### src/rtl/tiny_fetch.sv
// TinyCPU fetch stage: PC walker, imem req/ack handshake, small instruction FIFO.
// Optional FETCH_STALL_CNT_EN adds a saturating decode-stall cycle counter.
module tiny_fetch #(
    parameter int ADDR_W   = 8,
    parameter int INSTR_W  = 16,
    parameter int RESET_PC = 0,
    parameter int DEPTH    = 2
) (
    input  logic               clk,
    input  logic               reset,
    output logic               imem_req,
    output logic [ADDR_W-1:0]  imem_addr,
    input  logic               imem_ack,
    input  logic [INSTR_W-1:0] imem_rdata,
    input  logic               redirect,
    input  logic [ADDR_W-1:0]  redirect_pc,
    output logic               inst_valid,
    input  logic               inst_ready,
    output logic [INSTR_W-1:0] inst_data,
    output logic [ADDR_W-1:0]  inst_pc
`ifdef FETCH_STALL_CNT_EN
    ,
    output logic [15:0]        stall_cnt
`endif
);

    localparam int PW = (DEPTH > 1) ? $clog2(DEPTH) : 1;
    localparam int CW = PW + 1;

    typedef enum logic [1:0] {
        S_IDLE,
        S_REQ,
        S_FULL
    } state_e;

    state_e              state_q, state_d;
    logic [ADDR_W-1:0]   pc_q, pc_d;
    logic [CW-1:0]       cnt_q, cnt_d, cnt_next;
    logic [PW-1:0]       rd_q, rd_d;
    logic [PW-1:0]       wr_q, wr_d;
    logic [INSTR_W-1:0]  dat_q [DEPTH];
    logic [ADDR_W-1:0]   pcm_q [DEPTH];
    logic                push, pop;

    assign imem_req   = (state_q == S_REQ);
    assign imem_addr  = pc_q;
    assign inst_valid = (cnt_q != '0);
    assign inst_data  = dat_q[rd_q];
    assign inst_pc    = pcm_q[rd_q];

    // Redirect squashes both the returning word and any decode handshake.
    assign push     = imem_req & imem_ack & ~redirect;
    assign pop      = inst_valid & inst_ready & ~redirect;
    assign cnt_next = cnt_q + CW'(push) - CW'(pop);

    always_comb begin
        state_d = state_q;
        pc_d    = pc_q;
        cnt_d   = cnt_next;
        rd_d    = rd_q + PW'(pop);
        wr_d    = wr_q + PW'(push);
        if (redirect) begin
            state_d = S_IDLE;
            pc_d    = redirect_pc;
            cnt_d   = '0;
            rd_d    = '0;
            wr_d    = '0;
        end else begin
            unique case (state_q)
                S_IDLE: state_d = S_REQ;
                S_REQ: begin
                    if (push) begin
                        pc_d = pc_q + 1'b1;
                        if (cnt_next == CW'(DEPTH))
                            state_d = S_FULL;
                    end
                end
                S_FULL: begin
                    if (pop)
                        state_d = S_REQ;
                end
                default: state_d = S_IDLE;
            endcase
        end
    end

    always_ff @(posedge clk) begin
        if (reset) begin
            state_q <= S_IDLE;
            pc_q    <= ADDR_W'(RESET_PC);
            cnt_q   <= '0;
            rd_q    <= '0;
            wr_q    <= '0;
        end else begin
            state_q <= state_d;
            pc_q    <= pc_d;
            cnt_q   <= cnt_d;
            rd_q    <= rd_d;
            wr_q    <= wr_d;
        end
    end

    always_ff @(posedge clk) begin
        if (reset) begin
            for (int i = 0; i < DEPTH; i++) begin
                dat_q[i] <= '0;
                pcm_q[i] <= '0;
            end
        end else if (push) begin
            dat_q[wr_q] <= imem_rdata;
            pcm_q[wr_q] <= pc_q;
        end
    end

`ifdef FETCH_STALL_CNT_EN
    logic [15:0] stall_q;

    assign stall_cnt = stall_q;

    always_ff @(posedge clk) begin
        if (reset)
            stall_q <= '0;
        else if (inst_valid && !inst_ready && stall_q != 16'hFFFF)
            stall_q <= stall_q + 16'd1;
    end
`endif

endmodule

### config.mk
export PLATFORM = sky130hd
export DESIGN_NAME = tiny_fetch
export DESIGN_NICKNAME = d
export VERILOG_FILES = /design/src/rtl/tiny_fetch.sv
export SDC_FILE = /design/constraint.sdc
export NUM_CORES = 1
export LEC_CHECK = 0
export ABC_CLOCK_PERIOD_IN_PS = 5000
export CORE_UTILIZATION = 50
export DETAILED_ROUTE_END_ITERATION = 16
export PLACE_DENSITY = 0.76
export SLEW_MARGIN = 5
export SYNTH_ARGS = -nofsm -noshare
export SYNTH_HDL_FRONTEND = slang
export SYNTH_SLANG_ARGS = --single-unit
### constraint.sdc
create_clock -name clk -period 5 [get_ports clk]
set_clock_uncertainty 0.15 [all_clocks]
set_input_delay 0.5 -clock clk [delete_from_list [all_inputs] [get_ports clk]]
set_output_delay 0.5 -clock clk [all_outputs]
set_load 0.02 [all_outputs]
Yosys cells after proc, flatten, opt, wreduce, memory -nomap -nowiden
Memories as Yosys holds them, arrays and structs flattened. A register that Yosys moved wholly into a read port is not among the register bits. Cells that the tools add are included.

Output and inout bits: 34. Logic and storage cells: 52. Bits in registers: 14. Input port bits: 29. RAM bits: 48. Memories: 2.

Multiplexer cells: 20. Eq/ne operators: 6. Reduce and logical (&&, ||, !) cells: 9. Add/subtract/negate cells: 5. Bitwise gates (word level): 5.

Memories: dat_q (words 2, width 16, read ports 1, clocked after memory_dff 1, wr ports 2, RTL line 41) `logic [INSTR_W-1:0] dat_q [DEPTH];`; pcm_q (words 2, width 8, read ports 1, clocked after memory_dff 1, wr ports 2, RTL line 42) `logic [ADDR_W-1:0] pcm_q [DEPTH];`.

Operators with widths (number): $mux 8 (4); $mux 16 (1); $reduce_or 16->1 (1); $mux 1 (11); $add 8x1->8 const B (1); $reduce_or 8->1 (1); $mux 2 (3); $pmux 2 s3 (1); $reduce_bool 2->1 (3); $and 1x1->1 (4); $eq 2x2->1 const B (2); $ne 2x1->1 const B (2); $reduce_and 3->1 (1); $add 1x1->1 (2); $add 2x1->2 (1); $eq 2x1->1 const B (1); $logic_not 2->1 (1); $ne 2x2->1 const B (1); $reduce_and 2->1 (1); $reduce_or 2->1 (1); $sub 2x1->2 (1); $not 1->1 (1).

Depth between registers and ports, before layout
Gate-level depths: netlist of run 1.

Depth in word-level cells: 9. Mapped depth: 7. Depth with buffers taken out: 7.

Least setup slack after synthesis of run 1
Ideal clock, no wire load.

Path kind: input to register. Start point: input redirect. End point: memory dat_q[1][0], enable pin. Cell stages on the path: 4. Data required time: 4.492 ns. Setup time: 0.358 ns. Path buffers: 1. Slack: 3.026 ns. Arrival: 1.466 ns. Cells stage by stage: buf_2 > nor2_1 > and3_1 > or2_2.

RTL lines: start: declaration (RTL line 15) `input logic redirect,`; end: declaration (RTL line 41).

==> results of run 1 <==
[layout make-up]
type | count | share of cell area [%]
clock buffer | 14 | 4.187
clock inverter | 2 | 0.2402
inverter | 1 | 0.1030
multi-input combinational | 143 | 28.62
sequential | 62 | 47.22
tap | 70 | 2.402
timing repair buffer | 63 | 17.23
[worst max-delay path by stage]
stage	to	cells after the start
4_1_cts	inst_data[8]	2
3_3_place_gp	dat_q[1][4]$_SDFFCE_PN0P_	4
2_1_floorplan	dat_q[1][0]$_SDFFCE_PN0P_	4
3_5_place_dp	dat_q[1][7]$_SDFFCE_PN0P_	4
6_report	inst_data[8]	2
5_1_grt	inst_data[8]	2
[cell usage after synthesis (2+ instances only)]
| library cell | count | area [um2] |
|---|---|---|
| edfxtp_1 | 48 | 1441 |
| a21oi_1 | 2 | 10.01 |
| or3_1 | 4 | 25.02 |
| and3b_1 | 2 | 17.52 |
| nor2_1 | 12 | 45.04 |
| clkbuf_1 | 7 | 26.28 |
| and2_1 | 49 | 306.5 |
| a211oi_1 | 2 | 15.01 |
| ha_1 | 2 | 25.02 |
| a311oi_1 | 6 | 52.55 |
| buf_2 | 3 | 15.01 |
| dfxtp_1 | 14 | 280.3 |
| xnor2_1 | 3 | 26.28 |
| nand3_1 | 5 | 25.02 |
| mux2_2 | 24 | 270.3 |
| or2_2 | 3 | 18.77 |
| and3_1 | 2 | 12.51 |
| xor2_1 | 3 | 26.28 |
| o21ai_0 | 5 | 25.02 |
| or4_1 | 2 | 15.01 |
| nand2_1 | 4 | 15.01 |
[layer usage]
metal | up-vias | track usage, % | share of wire [%]
met1 | 868 | 22.30 | 42
met5 | - | 0 | 0
met3 | 5 | 5.357 | 5.0
met4 | 0 | 7.170 | 0.98
met2 | 53 | 34.02 | 52
li1 | 915 | - | -
[cells by family after synthesis]
logic type,count (synthesis)
buffers and inverters,12
flip-flops,62
multiplexers,24
AO/OA/AOI/OAI,19
XOR/XNOR,6
AND/OR/NAND/NOR,92
adder cells (fa/ha/maj),2
[power breakdown]
| part | internal [mW] | total, mW | leakage, nW | switching, mW |
|---|---|---|---|---|
| sequential | 0.577 | 0.592 | 0.609 | 0.0151 |
| combinational | 0.0626 | 0.117 | 0.653 | 0.0549 |
| clock | 0.192 | 0.358 | 0.0821 | 0.167 |
[tightest hold or removal path, cell delays in order, from the launching register on]
cell,delay (ns)
dfxtp_1,0.35
nand3b_1,0.10
a21oi_1,0.06
[sequential cells by signal, indices dropped and copies added, names as in the netlist]
name and flops:
dat_q 32, pcm_q 16, imem_addr 8, cnt_q 2, state_q 2, rd_q 1
wr_q 1
[metrics by stage]
| stage | area [um2] | cells |
|---|---|---|
| final | 3646 | 355 |
| after global routing | 3646 | 355 |
| after CTS | 3646 | 355 |
| after detailed placement | 3485 | 339 |
| after global placement | 3485 | 339 |
| after floorplan | 2818 | 217 |
==> summary.md, run 1 <==
| Metric | Value |
|---|---|
| Pin count of the biggest net entering global routing | `26` |
| Vias per Instance | `5.186` |
| Final Setup Violations | `0` |
| Total number of vias | `1841` |
| Crit path launch type | `flop` |
| Placer congestion estimate | `0.8375` |
| Post-route ant nets | `0` |
| Worst hold endpoint | `state_q[1]$_SDFFE_PP0P_` |
| Post-synthesis sequential area ratio | `61.10%` |
| Fin crit share | `60.73%` |
| Worst rel slew slack | `22.51%` |
| Crit end category | `output port` |
| Ports | `63` |
| R2r setup slk | `2.37 ns` |
| XOR/XNOR Fraction of Synth Area | `1.865%` |
| Post-synthesis mux area share | `9.591%` |
| RSZ-0062 raised after global routing | `no` |
| CP max FO | `25` |
| Initial antenna violation count | `0` |
| Period minus WS final | `3.037 ns` |
| Syn Area/Cell | `12.98 um2` |
| Setup ws final | `1.963 ns` |
| CP Data Arrival Time | `2.39 ns` |
| Reg-to-Reg End | `pcm_q[1][0]$_SDFFCE_PN0P_` |
| Vias in the first global route | `1863` |
| Slew Viols, Final | `0` |
| Finished Core Util | `69.18%` |
| Buf/Inv on CP | `1` |
| Most common cell after layout, fill and taps aside | `clkdlybuf4s50_1` |
| Post-synth EDFFs | `48` |
| Slowest cell delay on critical path | `1.09 ns` |
| PnR Total Power | `1.068 mW` |
| Wire length per cell | `14.64 um` |
| Max_cap viols | `0` |
| FFs w/ async S/R, synth | `0%` |
| F_max | `0.3293 GHz` |
| Global-route wire length before repair | `8728 um` |
| Clk buf depth | `2` |
| Final Hold Viols | `0` |
| YS warnings | `0` |
| Mapped Nets | `248` |
| H-tree Lvls | `3` |
| Grt total ovfl | `0` |
| Worst EP required | `4.35 ns` |
| Largest family of logic cells by synthesized area | `simple AND/OR/NAND/NOR gates` |
| Share of cells above drive strength 1 | `14.39%` |
| TritonCTS clock tree | `built` |
| CTS Hold Bufs | `0` |
| Pwr Density | `292.8 nW/um2` |
| Post-synthesis cell count | `217` |
| Register area | `1722 um2` |
| Pleak | `1.344 nW` |
| I/O Buffers | `62` |
| Crit path from | `rd_q$_SDFF_PP0_` |
| CTS clk-pin slew, worst paths | `0.06 ns` |
| Worst Hold Class | `flop to flop` |
| Area Growth Syn to Fin | `29.40%` |
| CP max stage cell | `dfxtp_1` |
| Layout fillers | `396` |
| Crit path max-delay family | `flip-flops` |
| Starting Density | `53.47%` |
| Core Area | `5270 um2` |
| Drt total wl | `5196 um` |
| Top_reg_cell synth | `edfxtp_1` |
| Clock sinks | `62` |
| Dpl ws | `1.720 ns` |
| 1st-iter DRT viols | `95` |
| N_diodes | `0` |
| WS Path Type | `flop to output port` |
| Peak supply drop | `0.1532 mV` |
| Worst hold path depth | `2` |
| Netlist Area Pre-Place | `2818 um2` |
| Worst R2R Path Depth | `3` |
| Post-CTS Resized | `0` |
| Worst r2r src | `state_q[0]$_SDFFE_PP0P_` |
| Post-CTS setup buffers | `0` |
| Final nets | `311` |
| Most frequent cells in the layout | `62 x clkdlybuf4s50_1, 49 x and2_1, 48 x edfxtp_1` |
| Compound-gate portion of the synthesized area | `4.618%` |
| Die Y | `77.07 um` |
| Post-Synth Adder-Cell Area | `0.8881%` |
| Slew @ Worst Pin | `1.161 ns` |
| Synth cell types | `36` |
| Status | `finished, final reports clean` |
| 1st-pass router iterations | `4` |
| Die W | `77.07 um` |
| Footprint of the multi-input gates | `1044 um2` |
| Crit path cell chain | `mux2_2 -> clkdlybuf4s50_1` |
| Final TNS setup | `0 ns` |
| Worst skew pair latency | `0.32 ns` |
| # rows | `26` |
| Flops & latches, synth | `62` |
| Die area | `5940 um2` |
| Detail Placement HPWL | `3339 um` |
| Simple-Gate Fraction of Synth Area | `20.07%` |
| Root buf cell | `clkbuf_8` |
| Hold Path Origin | `state_q[1]$_SDFFE_PP0P_` |
| TritonCTS buffer count | `9` |
| DRC viols | `0` |
| GR Util All Layers | `19.31%` |
| Worst Hold Slack | `0.4112 ns` |
Power figures use the tool's default switching activity.
==> inputs of run 2 (changes only) <==
--- a/config.mk
+++ b/config.mk
@@ -5,7 +5,7 @@
 export SDC_FILE = /design/constraint.sdc
 export NUM_CORES = 1
 export LEC_CHECK = 0
-export ABC_CLOCK_PERIOD_IN_PS = 5000
+export ABC_CLOCK_PERIOD_IN_PS = 3000
 export CORE_UTILIZATION = 50
 export DETAILED_ROUTE_END_ITERATION = 16
 export PLACE_DENSITY = 0.76
==> constraint.sdc (replaced) <==
create_clock -name clk -period 3 [get_ports clk]
set_clock_uncertainty 0.15 [all_clocks]
set_input_delay 0.3 -clock clk [delete_from_list [all_inputs] [get_ports clk]]
set_output_delay 0.3 -clock clk [all_outputs]
set_load 0.02 [all_outputs]
==> run 2 against run 1 <==
Compared with the run above:
- clock-buffer cell count stayed put
- combinational power is 69% higher
- via count is 1.4% lower
- largest power group unchanged
==> summary.md, run 2 (synthesized netlist as in run 1, its figures left out) <==
| Metric | Value |
|---|---|
| Vias per Instance | `5.056` |
| Die W | `77.07 um` |
| Wire length per cell | `14.11 um` |
| Most common cell after layout, fill and taps aside | `clkdlybuf4s50_1` |
| H-tree Lvls | `3` |
| Worst rel slew slack | `61.90%` |
| Dpl ws | `0.5437 ns` |
| Crit end category | `output port` |
| Vias in the first global route | `1799` |
| Post-route ant nets | `0` |
| Die Y | `77.07 um` |
| WS Path Type | `flop to output port` |
| Crit path launch type | `flop` |
| Worst R2R Path Depth | `3` |
| Share of cells above drive strength 1 | `15.57%` |
| Worst skew pair latency | `0.33 ns` |
| Post-CTS setup buffers | `0` |
| Register area | `1722 um2` |
| Initial antenna violation count | `0` |
| Placed Instances | `343` |
| Pwr Density | `479.9 nW/um2` |
| Max reg flops | `32` |
| F_max | `0.4206 GHz` |
| GR Util All Layers | `18.58%` |
| Post-CTS Resized | `0` |
| Total number of vias | `1815` |
| Slew Viols, Final | `0` |
| Die area | `5940 um2` |
| Final TNS setup | `0 ns` |
| Setup ws final | `0.6224 ns` |
| Period minus WS final | `2.378 ns` |
| Worst Hold Slack | `0.3672 ns` |
| Final Hold Viols | `0` |
| Finished Core Util | `69.59%` |
| Detail Placement HPWL | `3317 um` |
| DRC viols | `0` |
| # rows | `26` |
| Placer congestion estimate | `0.8042` |
| Worst EP required | `2.55 ns` |
| Fin crit share | `79.25%` |
| N_diodes | `0` |
| Area Growth Syn to Fin | `30.15%` |
| Pin count of the biggest net entering global routing | `25` |
| Drt total wl | `5066 um` |
| 1st-pass router iterations | `4` |
| Ports | `63` |
| Layout fillers | `426` |
| Pleak | `1.361 nW` |
| Root buf cell | `clkbuf_8` |
| Final Setup Violations | `0` |
| Cell area after layout | `3667 um2` |
| Peak supply drop | `0.2321 mV` |
| Largest Register | `dat_q` |
| TritonCTS clock tree | `built` |
| Worst hold path depth | `2` |
| Clk buf depth | `2` |
| Global-route wire length before repair | `8300 um` |
| TritonCTS buffer count | `9` |
| Core Area | `5270 um2` |
| CP max FO | `24` |
| Worst Hold Class | `flop to flop` |
| CTS clk-pin slew, worst paths | `0.06 ns` |
| Starting Density | `53.47%` |
| Footprint of the multi-input gates | `1044 um2` |
| 1st-iter DRT viols | `116` |
| CTS Hold Bufs | `0` |
| Clock sinks | `62` |
| Grt total ovfl | `0` |
| Status | `finished, final reports clean` |
| Max_cap viols | `0` |
| PnR Total Power | `1.760 mW` |
| CP Data Arrival Time | `1.93 ns` |
| Final nets | `315` |
| Placed instance area | `3515 um2` |
| RSZ-0062 raised after global routing | `no` |
| Final cell count without fillers | `359` |
| I/O Buffers | `62` |
| Most frequent cells in the layout | `62 x clkdlybuf4s50_1, 49 x and2_1, 48 x edfxtp_1` |
| Slew @ Worst Pin | `0.5714 ns` |
-- run 2: cell types whose count changed in the layout (fill, tap and decap cells not counted), sizes merged --
cell  before  now
buf        1    5
-- run 2: area by class of cell --
cell class / instances / share of cell area, %
Inverter: 1 / 0.1024
Clock buffer: 14 / 3.889
Tap cell: 70 / 2.388
Sequential cell: 62 / 46.95
Clock inverter: 2 / 0.2729
Multi-Input combinational cell: 143 / 28.45
Timing Repair Buffer: 67 / 17.95
-- run 2: report_power, final --
| group | leakage (nW) | total [mW] | internal, mW | switching (mW) |
|---|---|---|---|---|
| registers | 0.609 | 0.985 | 0.961 | 0.0239 |
| clock network | 0.0784 | 0.577 | 0.298 | 0.278 |
| logic | 0.673 | 0.198 | 0.106 | 0.0920 |
| total | 1.36 | 1.76 | 1.37 | 0.394 |
-- run 2: worst paths after layout --
check | from | to | slack, ns
max | rd_q$_SDFF_PP0_ | inst_data[14] | 0.62
min | rd_q$_SDFF_PP0_ | rd_q$_SDFF_PP0_ | 0.37
max reg2reg | state_q[0]$_SDFFE_PP0P_ | pcm_q[1][7]$_SDFFCE_PN0P_ | 0.95
min reg2reg | rd_q$_SDFF_PP0_ | rd_q$_SDFF_PP0_ | 0.37
-- run 2: per-layer routing --
layer | vias to the layer above | share of wire [%] | global-route usage [%]
met5 | - | 0 | 0
met4 | 0 | 1.2 | 8.679
met3 | 5 | 4.5 | 5.000
met2 | 44 | 51 | 32.14
met1 | 848 | 44 | 21.32
li1 | 918 | - | -
-- run 2: critical path, stage by stage, from the launching register on --
cell and delay, ns:
dfxtp_1 0.34, buf_4 0.33, mux2_2 0.40, clkdlybuf4s50_1 0.54
==> inputs of run 3 (changes only) <==
--- a/config.mk
+++ b/config.mk
@@ -5,7 +5,7 @@
 export SDC_FILE = /design/constraint.sdc
 export NUM_CORES = 1
 export LEC_CHECK = 0
-export ABC_CLOCK_PERIOD_IN_PS = 3000
+export ABC_CLOCK_PERIOD_IN_PS = 2300
 export CORE_UTILIZATION = 50
 export DETAILED_ROUTE_END_ITERATION = 16
 export PLACE_DENSITY = 0.76
==> constraint.sdc (replaced) <==
create_clock -name clk -period 2.3 [get_ports clk]
set_clock_uncertainty 0.15 [all_clocks]
set_input_delay 0.23 -clock clk [delete_from_list [all_inputs] [get_ports clk]]
set_output_delay 0.23 -clock clk [all_outputs]
set_load 0.02 [all_outputs]
==> run 3 against run 2 <==
Compared with the run above:
- sequential share of layout area is 0.65 points lower
- sequential power is 30% higher
- clock power is 28% higher
- core utilization is 0.97 points higher
- cell count is 0.84% higher
- worst hold slack worse by 0.038 ns
- total power is 30% higher
- critical path depth stayed put
- routed wire length is 0.77% higher
==> summary.md, run 3 (synthesized netlist as in run 1, its figures left out) <==
| Metric | Value |
|---|---|
| Area Growth Syn to Fin | `31.97%` |
| Starting Density | `53.47%` |
| Cell area after layout | `3719 um2` |
| R2r setup slk | `0.28 ns` |
| Slew Viols, Final | `0` |
| TritonCTS buffer count | `9` |
| Worst Hold Class | `input pin to flop` |
| Slew @ Worst Pin | `0.5835 ns` |
| Pin count of the biggest net entering global routing | `25` |
| Fin crit share | `95.91%` |
| Total number of vias | `1856` |
| Ports | `63` |
| Post-route ant nets | `0` |
| Peak supply drop | `0.2706 mV` |
| Clk buf depth | `2` |
| Die Y | `77.07 um` |
| Die W | `77.07 um` |
| Crit end category | `output port` |
| Max reg flops | `32` |
| Final Setup Violations | `0` |
| Switching share of power | `22.27%` |
| GR Util met3 | `5.952%` |
| CP max FO | `24` |
| Sequential Power Share | `56.0%` |
| Max_cap viols | `0` |
| TritonCTS clock tree | `built` |
| Internal power | `1.781 mW` |
| Worst EP required | `1.92 ns` |
| Post-CTS setup buffers | `0` |
| Share of cells above drive strength 1 | `16.78%` |
| # rows | `26` |
| N_diodes | `0` |
| Placed instance area | `3570 um2` |
| Crit path launch type | `flop` |
| Final TNS setup | `0 ns` |
| CP max stage cell | `clkdlybuf4s50_1` |
| 1st-pass router iterations | `4` |
| CTS clk-pin slew, worst paths | `0.06 ns` |
| Met2 Use GR | `33.66%` |
| 1st-iter DRT viols | `63` |
| Worst skew pair latency | `0.32 ns` |
| WS Path Type | `flop to output port` |
| I/O Buffers | `62` |
| F_max | `0.4533 GHz` |
| Pleak | `1.387 nW` |
| Clock network power share | `32.3%` |
| Largest Register | `dat_q` |
| Initial antenna violation count | `0` |
| Grt total ovfl | `0` |
| Vias per Instance | `5.127` |
| RSZ-0062 raised after global routing | `no` |
| Layout fillers | `401` |
| Drt total wl | `5105 um` |
| DRC viols | `0` |
| Status | `finished, final reports clean` |
| Wire length per cell | `14.10 um` |
| Most Used Layer, Global Route | `met2` |
| GR Util All Layers | `19.02%` |
| Core Area | `5270 um2` |
| Vias in the first global route | `1877` |
| Global-route wire length before repair | `8562 um` |
| Combinational share of power | `11.6%` |
| Crit path cell chain | `buf_12 -> mux2_2 -> clkdlybuf4s50_1` |
| Clock sinks | `62` |
| H-tree Lvls | `3` |
| Placer congestion estimate | `0.7774` |
| Most common cell after layout, fill and taps aside | `clkdlybuf4s50_1` |
| Crit path max-delay family | `buffers and inverters` |
| Worst rel slew slack | `61.10%` |
| M1 GR Usage | `21.10%` |
| Buf/Inv on CP | `2` |
| Root buf cell | `clkbuf_8` |
| Die area | `5940 um2` |
| Post-CTS Resized | `0` |
| CTS Hold Bufs | `0` |
| Worst Hold Slack | `0.3293 ns` |
| Most frequent cells in the layout | `62 x clkdlybuf4s50_1, 49 x and2_1, 48 x edfxtp_1` |
| CP Data Arrival Time | `1.83 ns` |
| Pwr Density | `616.2 nW/um2` |
| NetSw | `510.2 uW` |
| Period minus WS final | `2.206 ns` |
| Final Hold Viols | `0` |
| Slowest cell delay on critical path | `0.55 ns` |
| Final nets | `319` |
| Detail Placement HPWL | `3416 um` |
[run 3: worst paths after layout]
kind	start	endpoint	cells after the start
worst max register to register	cnt_q[1]$_SDFF_PP0_	state_q[0]$_SDFFE_PP0P_	7
worst min-delay path	redirect_pc[2]	imem_addr[2]$_SDFFE_PP0P_	3
worst max-delay path	rd_q$_SDFF_PP0_	inst_data[15]	3
worst min register to register	state_q[1]$_SDFFE_PP0P_	state_q[1]$_SDFFE_PP0P_	2
[run 3: metal layers]
metal	vias to the layer above	share of wire (%)	wire, um
met4	0	1.3	65
met3	10	5.2	263
li1	927	-	-
met1	869	41	2077
met5	-	0	0
met2	50	53	2699
[run 3: stage by stage]
stage / cells / setup WS (ns) / power [mW] / utilization (%)
floorplan: 217 / 0.4717 / 1.424 / -
global placement: 347 / 0.1083 / 1.571 / 67.74
detailed placement: 347 / 0.05896 / 1.577 / 67.74
CTS: 362 / 0.05771 / 2.317 / 70.56
global route: 362 / 0.02085 / 2.389 / 70.56
finish: 362 / 0.09411 / 2.291 / 70.56
[run 3: final cells by class]
| type | count | area (um2) | area share, % |
|---|---|---|---|
| Sequential cell | 62 | 1722 | 46.30 |
| Multi-Input combinational cell | 143 | 1044 | 28.06 |
| Timing Repair Buffer | 71 | 713.2 | 19.18 |
| Clock buffer | 13 | 138.9 | 3.735 |
| Tap cell | 70 | 87.58 | 2.355 |
| Clock inverter | 2 | 10.01 | 0.2692 |
| Inverter | 1 | 3.754 | 0.1009 |
[run 3: worst min-delay path: stages]
cell and delay, ns:
clkdlybuf4s50_1 0.39, nor2_1 0.08, a211oi_1 0.05
[run 3: power groups by stage]
stage	Sequential (mW)	Combinational [mW]	Clock, mW
2_1_floorplan	1.31	0.113	0
4_1_cts	1.28	0.270	0.763
3_3_place_gp	1.31	0.266	0
3_5_place_dp	1.31	0.269	0
6_report	1.28	0.267	0.741
5_1_grt	1.29	0.286	0.813
